<file path="src/rtl/bullet_scheduler.sv">
`timescale 1ns/1ps
// bullet_scheduler: turns the fire button into one-hot launch commands for a
// pool of bullet slots. Slots are picked round-robin among free ones, each
// launch is held until the slot acknowledges by going busy, and accepted
// launches are spaced by a frame-counted cooldown.
module bullet_scheduler #(
  parameter int NUM_BULLETS        = 4,
  parameter int COOLDOWN_FRAMES    = 8,
  parameter int ACK_TIMEOUT_FRAMES = 2,
  parameter int AUTO_FIRE          = 1
) (
  input  logic                   clk,
  input  logic                   rst,
  input  logic                   enable,
  input  logic                   fire,
  input  logic                   frame,
  input  logic [NUM_BULLETS-1:0] slot_busy,
  output logic [NUM_BULLETS-1:0] fire_slot,
  output logic [3:0]             active_count,
  output logic [15:0]            shots_fired,
  output logic                   dropped,
  output logic                   ack_error,
  output logic [1:0]             sched_state
);

  localparam int IW = (NUM_BULLETS > 1) ? $clog2(NUM_BULLETS) : 1;
  localparam int CW = (COOLDOWN_FRAMES > 0) ? $clog2(COOLDOWN_FRAMES + 1) : 1;
  localparam int TW = (ACK_TIMEOUT_FRAMES > 0) ? $clog2(ACK_TIMEOUT_FRAMES + 1) : 1;
  localparam logic AUTO_FIRE_EN = (AUTO_FIRE != 0);
  localparam logic [NUM_BULLETS-1:0] ONE_HOT0 = {{(NUM_BULLETS-1){1'b0}}, 1'b1};

  typedef enum logic [1:0] {
    ST_IDLE       = 2'd0,
    ST_WAIT_FRAME = 2'd1,
    ST_ISSUE      = 2'd2,
    ST_COOLDOWN   = 2'd3
  } state_t;

  state_t          state_r;
  logic [IW-1:0]   rr_ptr_r;
  logic [IW-1:0]   sel_r;
  logic            pending_r;
  logic            fire_q_r;
  logic [CW-1:0]   cd_cnt_r;
  logic [TW-1:0]   to_cnt_r;

  logic            rise_s;
  logic            request_s;
  logic            ack_s;
  logic            found_s;
  logic [IW-1:0]   free_idx_s;
  logic [3:0]      cand_s;
  logic [IW-1:0]   next_rr_s;

  // Count of set bits in the busy vector.
  function automatic logic [3:0] popcount(input logic [NUM_BULLETS-1:0] v);
    logic [3:0] c;
    c = 4'd0;
    for (int i = 0; i < NUM_BULLETS; i++) begin
      c = c + {3'b000, v[i]};
    end
    return c;
  endfunction

  assign rise_s      = fire & ~fire_q_r;
  assign request_s   = (rise_s | pending_r | (AUTO_FIRE_EN & fire)) & enable;
  assign ack_s       = slot_busy[sel_r];
  assign sched_state = state_r;

  // First free slot searching upward from the round-robin pointer, wrapping.
  always_comb begin
    found_s    = 1'b0;
    free_idx_s = '0;
    cand_s     = 4'd0;
    for (int i = 0; i < NUM_BULLETS; i++) begin
      cand_s = 4'(rr_ptr_r) + 4'(i);
      if (cand_s >= 4'(NUM_BULLETS)) begin
        cand_s = cand_s - 4'(NUM_BULLETS);
      end else begin
        cand_s = cand_s;
      end
      if (!found_s && !slot_busy[cand_s[IW-1:0]]) begin
        found_s    = 1'b1;
        free_idx_s = cand_s[IW-1:0];
      end else begin
        found_s    = found_s;
      end
    end
  end

  // Pointer value following the slot that was just acknowledged.
  always_comb begin
    if (sel_r == IW'(NUM_BULLETS - 1)) begin
      next_rr_s = '0;
    end else begin
      next_rr_s = sel_r + IW'(1);
    end
  end

  // Fire level history for rising-edge detection.
  always_ff @(posedge clk or negedge rst) begin
    if (!rst) begin
      fire_q_r <= 1'b0;
    end else begin
      fire_q_r <= fire;
    end
  end

  // Occupancy count, one cycle behind slot_busy, independent of the FSM.
  always_ff @(posedge clk or negedge rst) begin
    if (!rst) begin
      active_count <= 4'd0;
    end else begin
      active_count <= popcount(slot_busy);
    end
  end

  // Launch FSM with its registered outputs and bookkeeping.
  always_ff @(posedge clk or negedge rst) begin
    if (!rst) begin
      state_r     <= ST_IDLE;
      rr_ptr_r    <= '0;
      sel_r       <= '0;
      pending_r   <= 1'b0;
      cd_cnt_r    <= '0;
      to_cnt_r    <= '0;
      fire_slot   <= '0;
      shots_fired <= 16'd0;
      dropped     <= 1'b0;
      ack_error   <= 1'b0;
    end else begin
      dropped <= 1'b0;
      case (state_r)
        ST_IDLE: begin
          if (request_s) begin
            state_r   <= ST_WAIT_FRAME;
            pending_r <= 1'b0;
          end else begin
            state_r   <= ST_IDLE;
          end
        end
        ST_WAIT_FRAME: begin
          if (rise_s) begin
            pending_r <= 1'b1;
          end else begin
            pending_r <= pending_r;
          end
          if (!enable) begin
            state_r <= ST_IDLE;
          end else if (frame) begin
            if (found_s) begin
              fire_slot <= ONE_HOT0 << free_idx_s;
              sel_r     <= free_idx_s;
              to_cnt_r  <= '0;
              state_r   <= ST_ISSUE;
            end else begin
              dropped   <= 1'b1;
              state_r   <= ST_IDLE;
            end
          end else begin
            state_r <= ST_WAIT_FRAME;
          end
        end
        ST_ISSUE: begin
          if (rise_s) begin
            pending_r <= 1'b1;
          end else begin
            pending_r <= pending_r;
          end
          // Acknowledge takes priority over a timeout on the same cycle.
          if (ack_s) begin
            fire_slot <= '0;
            rr_ptr_r  <= next_rr_s;
            cd_cnt_r  <= CW'(COOLDOWN_FRAMES);
            state_r   <= ST_COOLDOWN;
            if (shots_fired != 16'hFFFF) begin
              shots_fired <= shots_fired + 16'd1;
            end else begin
              shots_fired <= shots_fired;
            end
          end else if (frame) begin
            if ((int'(to_cnt_r) + 32'sd1) >= ACK_TIMEOUT_FRAMES) begin
              fire_slot <= '0;
              ack_error <= 1'b1;
              state_r   <= ST_IDLE;
            end else begin
              to_cnt_r  <= to_cnt_r + TW'(1);
            end
          end else begin
            state_r <= ST_ISSUE;
          end
        end
        ST_COOLDOWN: begin
          if (rise_s) begin
            pending_r <= 1'b1;
          end else begin
            pending_r <= pending_r;
          end
          if (cd_cnt_r == '0) begin
            state_r <= ST_IDLE;
          end else if (frame) begin
            cd_cnt_r <= cd_cnt_r - CW'(1);
          end else begin
            state_r <= ST_COOLDOWN;
          end
        end
        default: begin
          state_r   <= ST_IDLE;
          fire_slot <= '0;
        end
      endcase
    end
  end

endmodule

</file>
<file path="config.mk">
export PLATFORM = sky130hd
export DESIGN_NAME = bullet_scheduler
export DESIGN_NICKNAME = d
export VERILOG_FILES = /design/src/rtl/bullet_scheduler.sv
export SDC_FILE = /design/constraint.sdc
export NUM_CORES = 1
export LEC_CHECK = 0
export BUFFER_PORTS_ARGS = -buffer_cell sky130_fd_sc_hd__buf_2
export CAP_MARGIN = 40
export CORE_UTILIZATION = 50
export CTS_CLUSTER_DIAMETER = 120
export DETAILED_ROUTE_END_ITERATION = 12
export PLACE_DENSITY_LB_ADDON = 0.12
export REMOVE_ABC_BUFFERS = 1
export SLEW_MARGIN = 20
export SYNTH_ARGS = -nofsm -noshare
export SYNTH_HDL_FRONTEND = slang
export SYNTH_SLANG_ARGS = --single-unit
export TNS_END_PERCENT = 30
</file>
<file path="constraint.sdc">
create_clock -name clk -period 2.35 [get_ports clk]
set_input_delay 0.1175 -clock clk [delete_from_list [all_inputs] [get_ports clk]]
set_output_delay 0.1175 -clock clk [all_outputs]
set_load 0.01 [all_outputs]
</file>
### Word level (Yosys, flattened, before mapping)

Cells that the tools add are included.

* add/subtract/negate cells: 15
* multipliers: 0
* div/mod/pow operators: 0
* magnitude comparators: 10
* eq/ne operators: 20
* shift-type cells: 1
* multiplexer cells: 58
* bitwise operators: 6
* reductions and logical operators: 22

Operator list (number)
* two-way mux 2 bit: 23
* two-way mux 4 bit: 9
* != test 2 bit, second input constant: 10
* adder 16 x 1 -> 16 bit, second input constant: 1
* two-way mux 1 bit: 16
* != test 16 bit, second input constant: 1
* case mux 4 bit (2 select lines): 2
* less-than comparator 2 x 3 -> 1 bit, second input constant: 5
* AND reduction 4 bit: 3
* binary-select mux 1 bit (select 2 bit): 5
* greater-or-equal comparator 3 bit, second input constant: 3
* != test 3 bit, second input constant: 3
* case mux 2 bit (4 select lines): 1
* subtractor 2 x 1 -> 2 bit, second input constant: 4
* AND reduction 7 bit: 1
* adder 2 x 1 -> 3 bit, second input constant: 2
* adder 2 x 2 -> 3 bit, second input constant: 2
* equality test 2 bit, second input constant: 3
* AND reduction 2 bit: 3
* AND reduction 6 bit: 1
* zero test 1 bit: 5
* adder 2 x 1 -> 2 bit, second input constant: 2
* adder 3 x 1 -> 4 bit: 1
* zero test 4 bit: 1
* other kinds (19): 25

* flip-flop bits (word level): 40
* bits in latches: 0
* memory bits (writable): 0
* memory bits (read-only): 0
* input port bits: 9
* output and inout bits: 28
* logic and storage cells: 144
* memories: 0

### Depth between registers and ports, before layout

* word-level depth: 19
* mapped depth: 6

### Least setup slack after synthesis

No wires, ideal clock.

* path kind: reg2reg
* start point: register shots_fired[0]
* end point: register shots_fired[10]
* setup time: 0.121 ns
* arrival: 1.681 ns
* data required time: 2.229 ns
* slack: 0.548 ns
* stages on the path, launching flop included: 7
* buffers on the path: 0
* clock period less this slack: 1.802 ns
* cell sequence: dfrtp_1 > ha_1 > nand3_1 > or3_1 > o21ai_2 > nor3_1 > o22a_1

* cells in the longest elaborated chain, start to end: 2
* elaborated cells on any way between the ends: 3
* those cells by class: 1 x add/sub; 1 x eq/ne; 1 x reduce/logical

Ends and longest elaborated chain
* from (decl): RTL line 20 `output logic [15:0] shots_fired,`
* from (signal assigned): RTL line 177 `shots_fired <= shots_fired + 16'd1;`
* from (signal assigned): RTL line 179 `shots_fired <= shots_fired;`
* branches (longest 2 deep; another with adder 16 x 1 -> 16 bit)

Parallel ways; which one is timed is not known.
A chain may end at the register's enable or synchronous reset.

### Final worst setup path

* start point: register shots_fired[0]
* end point: register shots_fired[5]

Same word-level chain as after synthesis.

==> results.md <==
* WL per Instance at 13.7 µm
* Worst reg2reg path startpoint: shots_fired[0]
* Leading cell type in the layout, fill and taps excluded: dfrtp_1
* Class of the worst hold path: in2reg
* Post-place setup slack at about 460 ps
* Leakage power summed over all cells at roughly 1.1 nW
* Via count of the first global-routing pass at roughly 1500
* I/O pins at 37
* Width of the die at about 64 µm
* Data required time at the worst endpoint at approximately 2500 ps
* Arrival time reported for the critical path endpoint at between 2000 and 2500 ps
* Warnings from Yosys at 0
* Maximum resistive drop on vdd at between 0.5 and 0.6 mV
* Logic depth of the worst register-to-register path at 6
* Register-to-register path setup slack at roughly 440 ps
* Wire length of the first global-routing pass at around 6500 µm
* Final period demand of the worst path at between 1500 and 2000 ps
* Number of violations of the max-capacitance limit at 0
* Final-stage net count at roughly 240
* Avg Vias per Cell at 5.25
* CP max stage cell: dfrtp_1
* CP Cell Sequence: ha_1 > nand3_1 > or3_1 > o21ai_2 > nor3_1 > xor2_1
* Power per unit of standard cell area at roughly 990 mW/mm²
* Max Clk Rate at 525 MHz
* Number of synthesized register bits at 39
* Yosys cell types at between 40 and 50
* Area grow syn2layout at 17.9%
* Number of failing setup endpoints in the final timing report at 0
* DP Cell Count at roughly 270
* Crit path capture type: register
* Top library cells by usage in the layout, fill and taps aside: dfrtp_1, buf_2, nand2_1
* Share of flip-flops with an asynchronous set or reset at between 90% and 100%
* Share of the core filled with cells at 61.6%
* PnR worst setup slack at ~440 ps
* Final cell count without fillers at about 280
* Port buffer count at 35
* Final antenna-violating net count at 0
* # rows at 22
* Final Hold Vio Count at 0
* Sort of element at the start of the critical path: register
* Post-synth EDFFs at 0
* RSZ-0062 raised after global routing: no
* Slew at the pin with the worst max-slew slack at 624 ps
* Max Buffers Root-to-Sink at 2
* Hold Path Cell Cnt at 3
* Antenna violations before repair at 0
* Area of the die at ~0.0041 mm²
* Final routed DRC violation total at 0
* Clock buffer count from CTS at 5
* Design area at 0.00227 mm²
* Initial DRC Count at roughly 50
* Routability cong. at 0.752
* Total cell area at the placement stage at 0.00214 mm²
* Drt pass-1 iters at 4
* Setup Fix Bufs, Post-CTS at 0
* Clock tree from TritonCTS: built
* Antenna Diode Count at 0
* Via total after detailed routing at 1453
* GRT Util Overall at around a fifth
* Outcome: finished clean
* Number of sinks on the clock net at 39
* Biggest cell delay along the critical path at between 400 and 500 ps
* Crit path to: shots_fired[5]
* Cell Area, Synth at between 0.0015 and 0.002 mm²
* Summed negative setup slack over all endpoints at 0 ps
* Clock latency on the worst-skew pair at 290 ps
* Final clock period utilization by the worst path at between 80% and 90%
* Cell chosen for the clock root: clkbuf_8
* Endpoint of the worst register-to-register path: shots_fired[5]
* Synthesized netlist cell count at 185
* Seq/Total Area, Yosys at between 50% and 60%
* Relative max-transition margin at between 50% and 60%
* Routed wire length at around 3800 µm
* Clock skew at ~5.6 ps
* CTS clk-pin slew, worst paths at around 70 ps
* Largest fanout on the critical path at 9
* Dominant synthesized flop cell: dfrtp_1
* Pin count of the biggest net entering global routing at 40
* Worst setup path startpoint: shots_fired[0]
* Worst hold margin at ~140 ps
* Sum of net half-perimeters after detailed placement at between 2000 and 3000 µm
* Vert. Die Dim at 64.1 µm
* Path type of the worst setup path: reg2reg
* Number of resized instances in the post-cts repair step at 0
* Total core area at 0.00369 mm²
* Starting density of the core at a little over half
* Mean area per synthesized cell at between 10 and 15 µm²
* Share of layout cells above drive strength 1 at between 20% and 30%
* Pins Over Slew Limit at 0
* Total power at 2.25 mW
* Count of H-tree levels built during CTS at 2
* Congestion Overflow GR at 0
cells in the mapped netlist, types with 2 or more instances:
library cell / instances / area (µm²)
nand2_1: 27 / 101
xor2_1: 10 / 87.6
nand4b_1: 2 / 17.5
ha_1: 6 / 75.1
inv_1: 15 / 56.3
and4_1: 2 / 17.5
nand3_1: 10 / 50.1
dfrtp_1: 39 / 976
nand4_1: 2 / 12.5
mux2_2: 2 / 22.5
o21ai_0: 6 / 30.0
a21oi_1: 6 / 30.0
nor2_1: 11 / 41.3
nor3_1: 7 / 35.0
a32o_1: 2 / 20.0
nor4_1: 2 / 12.5
o31ai_1: 5 / 37.5
xnor2_1: 6 / 52.6
nand2b_1: 2 / 12.5
power by group:
part | internal [mW] | switching (mW)
clock | 0.208 | 0.219
sequential | 0.843 | 0.179
combinational | 0.356 | 0.448
critical path: cells and delay by family, from the launching register on:
kind	cells	cell delay (ps)
AND/OR/NAND/NOR	3	590
flip-flops	1	430
AO/OA/AOI/OAI	1	370
adder cells (fa/ha/maj)	1	220
XOR/XNOR	1	160
state kept, by name, summed over array words and instances, names as in the netlist:
signal and cells:
ack_error 1, active_count 3, cd_cnt_r 4, dropped 1
fire_q_r 1, fire_slot 4, pending_r 1, rr_ptr_r 2
sched_state 2, sel_r 2, shots_fired 16, to_cnt_r 2
area by class of cell:
cell class	count	area, µm²
clock buffers	7	76.3
clock inverters	1	5.00
fillers	316	1420
inverters	15	56.3
multi-input cells	129	876
flip-flops and latches	39	976
well taps	48	60.1
repair buffers	38	223
how the worst min path moves through the flow:
stage	from	to	slack [ps]
2_1_floorplan	rst	ack_error	-180
3_3_place_gp	fire	fire_q_r	250
3_5_place_dp	fire	fire_q_r	260
4_1_cts	enable	sched_state[0]	130
5_1_grt	enable	sched_state[0]	140
6_report	enable	sched_state[0]	140
metal layers:
layer	share of wire (%)	track usage, %	vias to the layer above
met5	0	0	-
met4	1.2	8.24	0
met3	4.8	6.07	6
met2	51	37.1	51
met1	43	24.2	670
li1	-	-	726
kinds of logic after synthesis:
family	Yosys count	synth area share, %
AO/OA/AOI/OAI	30	11.8
XOR/XNOR	16	7.27
adder cells (fa/ha/maj)	7	4.94
buffers and inverters	17	3.90
flip-flops	39	50.6
multiplexers	3	2.34
other	1	0.195
AND/OR/NAND/NOR	72	18.9
timing repair:
item / CTS / global route
hold endpoints to repair: 40 / 0
setup endpoints to repair: 0 / 0
hold buffers: 2 / 0
Power figures use the tool's default switching activity.
